==> config.mk <==
export PLATFORM = sky130hd
export DESIGN_NAME = seq_left_rotator
export DESIGN_NICKNAME = d
export VERILOG_FILES = /design/src/rtl/rotator_pkg.sv /design/src/rtl/left_rotate_step.sv /design/src/rtl/seq_left_rotator.sv
export SDC_FILE = /design/constraint.sdc
export NUM_CORES = 1
export LEC_CHECK = 0
export ABC_AREA = 1
export BUFFER_PORTS_ARGS = -buffer_cell sky130_fd_sc_hd__buf_2
export CORE_MARGIN = 3
export CORE_UTILIZATION = 50
export DETAILED_ROUTE_END_ITERATION = 10
export PLACE_DENSITY = 0.74
export SLEW_MARGIN = 20
export SYNTH_ARGS = -nofsm -noshare
export SYNTH_HDL_FRONTEND = slang
export SYNTH_SLANG_ARGS = --single-unit
==> constraint.sdc <==
create_clock -name clk -period 1.4 [get_ports clk]
set_input_delay 0.14 -clock clk [delete_from_list [all_inputs] [get_ports clk]]
set_output_delay 0.14 -clock clk [all_outputs]
set_load 0.02 [all_outputs]
==> src/rtl/rotator_pkg.sv <==
// Shared defaults and FSM state encoding for the rotator family.
package rotator_pkg;

  localparam int DEF_WIDTH = 8;
  localparam int DEF_AMT_W = 3;

  typedef enum logic [1:0] {
    IDLE   = 2'd0,
    ROTATE = 2'd1,
    DONE   = 2'd2
  } rot_state_t;

endpackage

==> src/rtl/left_rotate_step.sv <==
// Combinational single-bit left rotate: the MSB wraps around into bit 0.
module left_rotate_step #(
  parameter int WIDTH = rotator_pkg::DEF_WIDTH
) (
  input  logic [WIDTH-1:0] word_in,
  output logic [WIDTH-1:0] word_out
);

  assign word_out = {word_in[WIDTH-2:0], word_in[WIDTH-1]};

endmodule

==> src/rtl/seq_left_rotator.sv <==
// Sequential left rotator: captures a word and an amount on start, rotates
// one bit per clock, and publishes the result with a one-cycle done pulse.
module seq_left_rotator
  import rotator_pkg::*;
#(
  parameter int WIDTH = DEF_WIDTH,
  parameter int AMT_W = DEF_AMT_W
) (
  input  logic             clk,
  input  logic             rst_n,
  input  logic             start,
  input  logic [WIDTH-1:0] d_in,
  input  logic [AMT_W-1:0] bit_amount,
  output logic             busy,
  output logic             done,
  output logic [WIDTH-1:0] d_out
);

  rot_state_t       state;
  rot_state_t       state_next;
  logic [WIDTH-1:0] work;
  logic [WIDTH-1:0] work_rot;
  logic [AMT_W-1:0] cnt;
  logic [WIDTH-1:0] result;
  logic             take;
  logic             shift;
  logic             last_step;

  left_rotate_step #(.WIDTH(WIDTH)) u_step (
    .word_in  (work),
    .word_out (work_rot)
  );

  // cnt counts remaining rotations; at 1 the step output is the final result.
  assign last_step = (cnt == AMT_W'(1));

  // State register; reset clears it immediately without waiting for clk.
  always_ff @(posedge clk or negedge rst_n) begin
    if (!rst_n) begin
      state <= IDLE;
    end else begin
      state <= state_next;
    end
  end

  // Next-state logic; a new request is accepted in IDLE and in DONE.
  always_comb begin
    state_next = state;
    take       = 1'b0;
    shift      = 1'b0;
    unique case (state)
      IDLE, DONE: begin
        if (start) begin
          take       = 1'b1;
          state_next = (bit_amount == '0) ? DONE : ROTATE;
        end else begin
          state_next = IDLE;
        end
      end
      ROTATE: begin
        shift = 1'b1;
        if (last_step) begin
          state_next = DONE;
        end
      end
      default: state_next = IDLE;
    endcase
  end

  // Working register and counter: load on accept, rotate and count down after.
  always_ff @(posedge clk or negedge rst_n) begin
    if (!rst_n) begin
      work <= '0;
      cnt  <= '0;
    end else if (take) begin
      work <= d_in;
      cnt  <= bit_amount;
    end else if (shift) begin
      work <= work_rot;
      cnt  <= cnt - AMT_W'(1);
    end
  end

  // Result register: written only on entry to DONE so it holds steady otherwise.
  always_ff @(posedge clk or negedge rst_n) begin
    if (!rst_n) begin
      result <= '0;
    end else if (take && (bit_amount == '0)) begin
      result <= d_in;
    end else if (shift && last_step) begin
      result <= work_rot;
    end
  end

  // Status outputs decode straight from the state.
  always_comb begin
    busy  = (state == ROTATE);
    done  = (state == DONE);
    d_out = result;
  end

endmodule

### Word-level counts from Yosys, hierarchy flattened

Index checks and enable logic that the tools add are counted.

| storage, ports and cells | value |
|---|---|
| register bits after elaboration | 21 |
| input port bits | 14 |
| output and inout port bits | 10 |
| logic and storage cells | 29 |

| cells by class | value |
|---|---|
| add/subtract/negate cells | 1 |
| equality and inequality tests | 4 |
| multiplexer cells | 13 |
| reductions and logical operators | 7 |

Operators with widths:

| cell | count |
|---|---|
| 8-bit two-way mux | 4 |
| 2-bit two-way mux | 3 |
| 3-bit two-way mux | 2 |
| 2-bit one-hot mux with 2 select lines | 1 |
| 2-bit nonzero test | 2 |
| 3-bit by 1-bit equality test with 1-bit output (second input constant) | 1 |
| 3-bit logical NOT | 1 |
| 1-bit two-way mux | 3 |
| 3-bit by 1-bit subtractor with 3-bit output (second input constant) | 1 |
| 2-bit by 1-bit equality test with 1-bit output (second input constant) | 1 |
| 2-bit equality test (second input constant) | 1 |
| 1-bit logical AND | 2 |
| 2-bit logical NOT | 1 |
| 2-bit by 1-bit != test with 1-bit output (second input constant) | 1 |
| 2-bit OR reduction | 1 |

### Depth between registers and ports, before layout

| logic depth | value |
|---|---|
| depth in word-level cells | 5 |
| gate-level depth with buffers | 8 |

### Cells and area by module

From an unflattened synthesis, not the netlist that was laid out.

| unflattened totals | value |
|---|---|
| cells, all modules | 145 |
| area, all modules | 1137.3 um^2 |

By module, submodules not included:

| module | instances | cells each | area an instance (um^2) | seq. area each (um^2) |
|---|---|---|---|---|
| seq_left_rotator | 1 | 137 | 1077.3 | 525.5 |
| left_rotate_step | 1 | 8 | 60.1 | 0.0 |

### Worst setup path after synthesis

OpenSTA, ideal clock, no wires.

| timing path | value |
|---|---|
| path type | reg2reg |
| start point | register cnt[1] |
| end point | register result[0] (netlist: d_out[0]) |
| setup time | 116 ps |
| arrival | 1039 ps |
| data required time | 1284 ps |
| slack | 245 ps |
| cell stages (with the launch flop) | 9 |
| path buffers | 0 |
| clock period less this slack | 1155 ps |
| path through | dfrtp_1 inv_1 ha_1 nand2_2 inv_2 nand2_1 nand2_4 nor2_1 nor2_1 |

| between the ends | value |
|---|---|
| longest elaborated chain between the ends | 3 |

Ends and longest elaborated chain:

| element | RTL line | text |
|---|---|---|
| from (decl) | seq_left_rotator.sv:23 | `logic [AMT_W-1:0] cnt;` |
| from (signal assigned) | seq_left_rotator.sv:77 | `cnt <= bit_amount;` |
| from (signal assigned) | seq_left_rotator.sv:80 | `cnt <= cnt - AMT_W'(1);` |
| 3-bit by 1-bit equality test with 1-bit output | seq_left_rotator.sv:35 | `assign last_step = (cnt == AMT_W'(1));` |
| 1-bit logical AND | seq_left_rotator.sv:90 | `end else if (shift && last_step) begin` |
| 2-bit nonzero test (no line) | n/a |  |
| to (signal assigned) | seq_left_rotator.sv:89 | `result <= d_in;` |
| to (signal assigned) | seq_left_rotator.sv:91 | `result <= work_rot;` |
| to (decl) | seq_left_rotator.sv:24 | `logic [WIDTH-1:0] result;` |

No other way between the ends.
A chain may end at the register's enable or synchronous reset.

### Worst setup path after layout

| timing path | value |
|---|---|
| start point | register state[1] |
| end point | output port busy |

| between the ends | value |
|---|---|
| longest elaborated chain between the ends | 1 |

Ends and longest elaborated chain:

| element | RTL line | text |
|---|---|---|
| from (decl) | seq_left_rotator.sv:19 | `rot_state_t state;` |
| from (signal assigned) | seq_left_rotator.sv:42 | `state <= state_next;` |
| 2-bit by 1-bit equality test with 1-bit output | seq_left_rotator.sv:97 | `busy = (state == ROTATE);` |
| to (decl) | seq_left_rotator.sv:14 | `output logic busy,` |

No other way between the ends.

==> impl_metrics.sql <==
INSERT INTO impl_metrics (metric_group, metric, value, unit) VALUES
('floorplan', 'starting_density_of_the_core', '0.5619', ''),
('detailed_routing', 'wl_per_cell', '12.98', 'um'),
('power', 'p_sw', '1389', 'uW'),
('detailed_routing', 'wl_met3', '99', 'um'),
('detailed_routing', 'dr.max_layer_used', 'met4', ''),
('power', 'power_per_unit_of_standard_cell_area', '2228', 'nW/um^2'),
('timing', 'final.setup.tns', '0', 'ns'),
('placement', 'gpl.final_weighted_congestion', '0.8332', ''),
('placement', 'port-buffer-count', '23', ''),
('worst_setup_path', 'end_kind', 'output port', ''),
('layout', 'antennaDiodeCount', '0', ''),
('placement', 'postPlaceCellArea', '1315', 'sq um'),
('yosys', 'syn-cell-area', '1181', 'sq um'),
('floorplan', 'rows', '16', ''),
('global_routing', 'gr-usage-all-layers', '0.1867', ''),
('layout', 'drive_gt1_frac', '0.3500', ''),
('yosys', 'synth_area_leader_cell', 'dfrtp_1', ''),
('yosys', 'synth_top_cells_by_area', 'dfrtp_1, nand2_1, nand3_2, inv_1, nor2_1', ''),
('yosys', 'netlist.area_leader.share', '0.4449', ''),
('floorplan', 'ios', '24', ''),
('placement', 'dp.final_hpwl', '1837', 'um'),
('yosys', 'synth_fp_nets', '148', ''),
('yosys', 'synth_area_per_cell', '8.948', 'sq um'),
('global_routing', 'residual_overflow_from_global_routing', '0', ''),
('power', 'reported_leakage_power', '0.0007234', 'uW'),
('yosys', 'synthCells', '132', ''),
('floorplan', 'die_area', '2982', 'sq um'),
('power', 'gate_power_share', '0.536', ''),
('worst_setup_path', 'worstSetupStartpointType', 'flip-flop', ''),
('min_path', 'hold_class', 'in -> reg', ''),
('global_routing', 'largest_net_degree_at_the_start_of_global_routing', '22', ''),
('clock_network', 'cts_buffers', '3', ''),
('yosys', 'netlist-cell-type-count', '22', ''),
('power', 'power_report.internal_total', '1655', 'uW'),
('layout', 'finalInstanceArea', '1366', 'sq um'),
('timing', 'max_clock_freq', '0.7654', 'GHz'),
('detailed_routing', 'dr_wl_met2', '1223', 'um'),
('clock_network', 'clkLatencyLatePin', '0.30', 'ns'),
('worst_setup_path', 'worstPathArrival', '1.17', 'ns'),
('timing', 'final.min_clock_period', '1.306', 'ns'),
('clock_network', 'cts-root-to-sink-buffers', '2', ''),
('worst_setup_path', 'critical_path_class', 'reg -> out', ''),
('timing', 'rsz0062_at_grt', 'false', ''),
('yosys', 'synth-seq-cells', '21', ''),
('worst_setup_path', 'cp.required', '1.26', 'ns'),
('global_routing', 'antenna_violations_before_repair', '0', ''),
('global_routing', 'grt_first_pass_wirelength', '3960', 'um'),
('layout', 'final_net_count', '177', ''),
('detailed_routing', 'num_vias', '958', ''),
('timing', 'timing.max_slew.rel_slack', '0.6888', ''),
('clock_network', 'cts.sinks', '21', ''),
('power', 'clockPowerShare', '0.096', ''),
('power', 'netSwitchingFraction', '0.4562', ''),
('power', 'power.share.sequential', '0.368', ''),
('timing', 'share_of_the_clock_period_used_by_the_worst_path_after_layout', '0.9332', ''),
('clock_network', 'cts.root.buffer_cell', 'clkbuf_4', ''),
('yosys', 'synth-seq-area-share', '0.4449', ''),
('outcome', 'status', 'complete, no violations', ''),
('detailed_routing', 'routed_via_density', '5.123', ''),
('clock_network', 'htreeDepth', '1', ''),
('layout', 'final_common_cell', 'nand2_1', ''),
('timing', 'finalHoldViolations', '0', ''),
('detailed_routing', 'wire_length_after_detailed_routing', '2427', 'um'),
('floorplan', 'vertical_die_dimension', '54.61', 'um'),
('floorplan', 'core_area', '2102', 'sq um'),
('clock_network', 'clk_pin_slew', '0.12', 'ns'),
('timing', 'finalSetupViolations', '0', ''),
('timing', 'worst_case_clock_skew', '0.001372', 'ns'),
('detailed_routing', 'postRouteAntennaNets', '0', ''),
('layout', 'layout.cells.most_common_list', 'nand2_1, buf_2, inv_1, dfrtp_1, nor2_1', ''),
('detailed_routing', 'post-route-drc-count', '0', ''),
('layout', 'area_growth', '15.68', '%'),
('run', 'cap_violations', '0', ''),
('timing', 'final_max_slew_viol_count', '0', ''),
('global_routing', 'number_of_global_route_vias_before_repair', '906', ''),
('detailed_routing', 'wl_met1', '1090', 'um'),
('clock_network', 'tritoncts_clock_tree', 'done', ''),
('detailed_routing', 'first_iter_violations', '15', ''),
('yosys', 'synth.yosys.warnings', '0', ''),
('detailed_routing', 'first_pass_iters', '4', ''),
('timing', 'worst-slew-pin-transition', '0.4668', 'ns'),
('power', 'total_chip_power', '3044', 'uW'),
('power', 'irDropWorstVdd', '1.398', 'mV'),
('worst_setup_path', 'crit_path_max_fanout', '6', ''),
('floorplan', 'die_w', '54.61', 'um');
==> final timing paths <==
kind | cells past startpoint | slack, ns | from | end
setup reg to reg | 5 | 0.13 | state[0] | d_out[1]
max in group asynchronous | 2 | 0.75 | rst_n | state[0]
hold reg to reg | 2 | 0.50 | d_out[1] | d_out[1]
min in group asynchronous | 2 | 0.31 | rst_n | state[1]
hold / removal | 3 | 0.10 | d_in[0] | work[0]
setup / recovery | 4 | 0.09 | state[1] | busy
==> state kept, by name (all words and copies together) (netlist names) <==
signal / cells
d_out: 8
cnt: 3
work: 8
state: 2
==> power by group through the flow <==
stage | clock network [uW] | registers [uW] | logic, uW
2_1_floorplan | 0 | 1250 | 1130
6_report | 292 | 1120 | 1630
5_1_grt | 326 | 1160 | 1830
3_5_place_dp | 0 | 1130 | 1620
4_1_cts | 311 | 1110 | 1630
3_3_place_gp | 0 | 1110 | 1580
==> layout make-up <==
type	instances	area, sq um
inverters	25	93.84
fillers	189	735.7
well taps	27	33.78
flip-flops and latches	21	526.8
clock buffers	3	22.52
clock inverters	1	5.005
repair buffers	28	155.1
multi-input cells	82	529.3
==> stage by stage <==
| stage | hold WS [ns] | std cells | util | setup WS [ns] |
|---|---|---|---|---|
| 2_1_floorplan | -0.1556 | 132 | - | 0.2449 |
| 3_3_place_gp | 0.1215 | 181 | 0.6256 | 0.1513 |
| 3_5_place_dp | 0.1296 | 181 | 0.6256 | 0.1386 |
| 4_1_cts | 0.09359 | 186 | 0.6435 | 0.009965 |
| 5_1_grt | 0.09806 | 187 | 0.6500 | 0.01170 |
| 6_report | 0.1010 | 187 | 0.6500 | 0.09354 |
==> cells by family (layout without fill, tap and decap cells) <==
| group | after synthesis | after routing | synth area share |
|---|---|---|---|
| AO/OA/AOI/OAI | 12 | 12 | 0.09745 |
| XOR/XNOR | 1 | 1 | 0.007417 |
| adder cells (fa/ha/maj) | 2 | 2 | 0.02118 |
| buffers and inverters | 29 | 57 | 0.1112 |
| flip-flops | 21 | 21 | 0.4449 |
| AND/OR/NAND/NOR | 67 | 67 | 0.3178 |
==> cells in the mapped netlist, drive strengths merged <==
library cell,instances
dfrtp,21
nor3,1
inv,25
o211ai,4
o221ai,7
buf,4
nand4,8
nand3,9
nand2,29
xor2,1
ha,2
nor2,20
o22ai,1
==> layer usage <==
layer,vias up,track usage
met4,0,0.06224
met5,-,0
met3,2,0.02452
li1,485,-
met2,16,0.3169
met1,455,0.2423
==> timing repair <==
action / in CTS / in global routing
hold buffers: 1 / 0
gates resized for setup: 0 / 2
setup buffers: 0 / 1
hold endpoints to repair: 21 / 0
endpoints found under the setup margin: 0 / 2
==> worst max-delay path: stages, from the launching register on <==
cell and delay [ns]:
dfrtp_1 0.38, inv_1 0.10, nand2_4 0.11, inv_2 0.11, buf_2 0.17
Power figures use the tool's default switching activity.
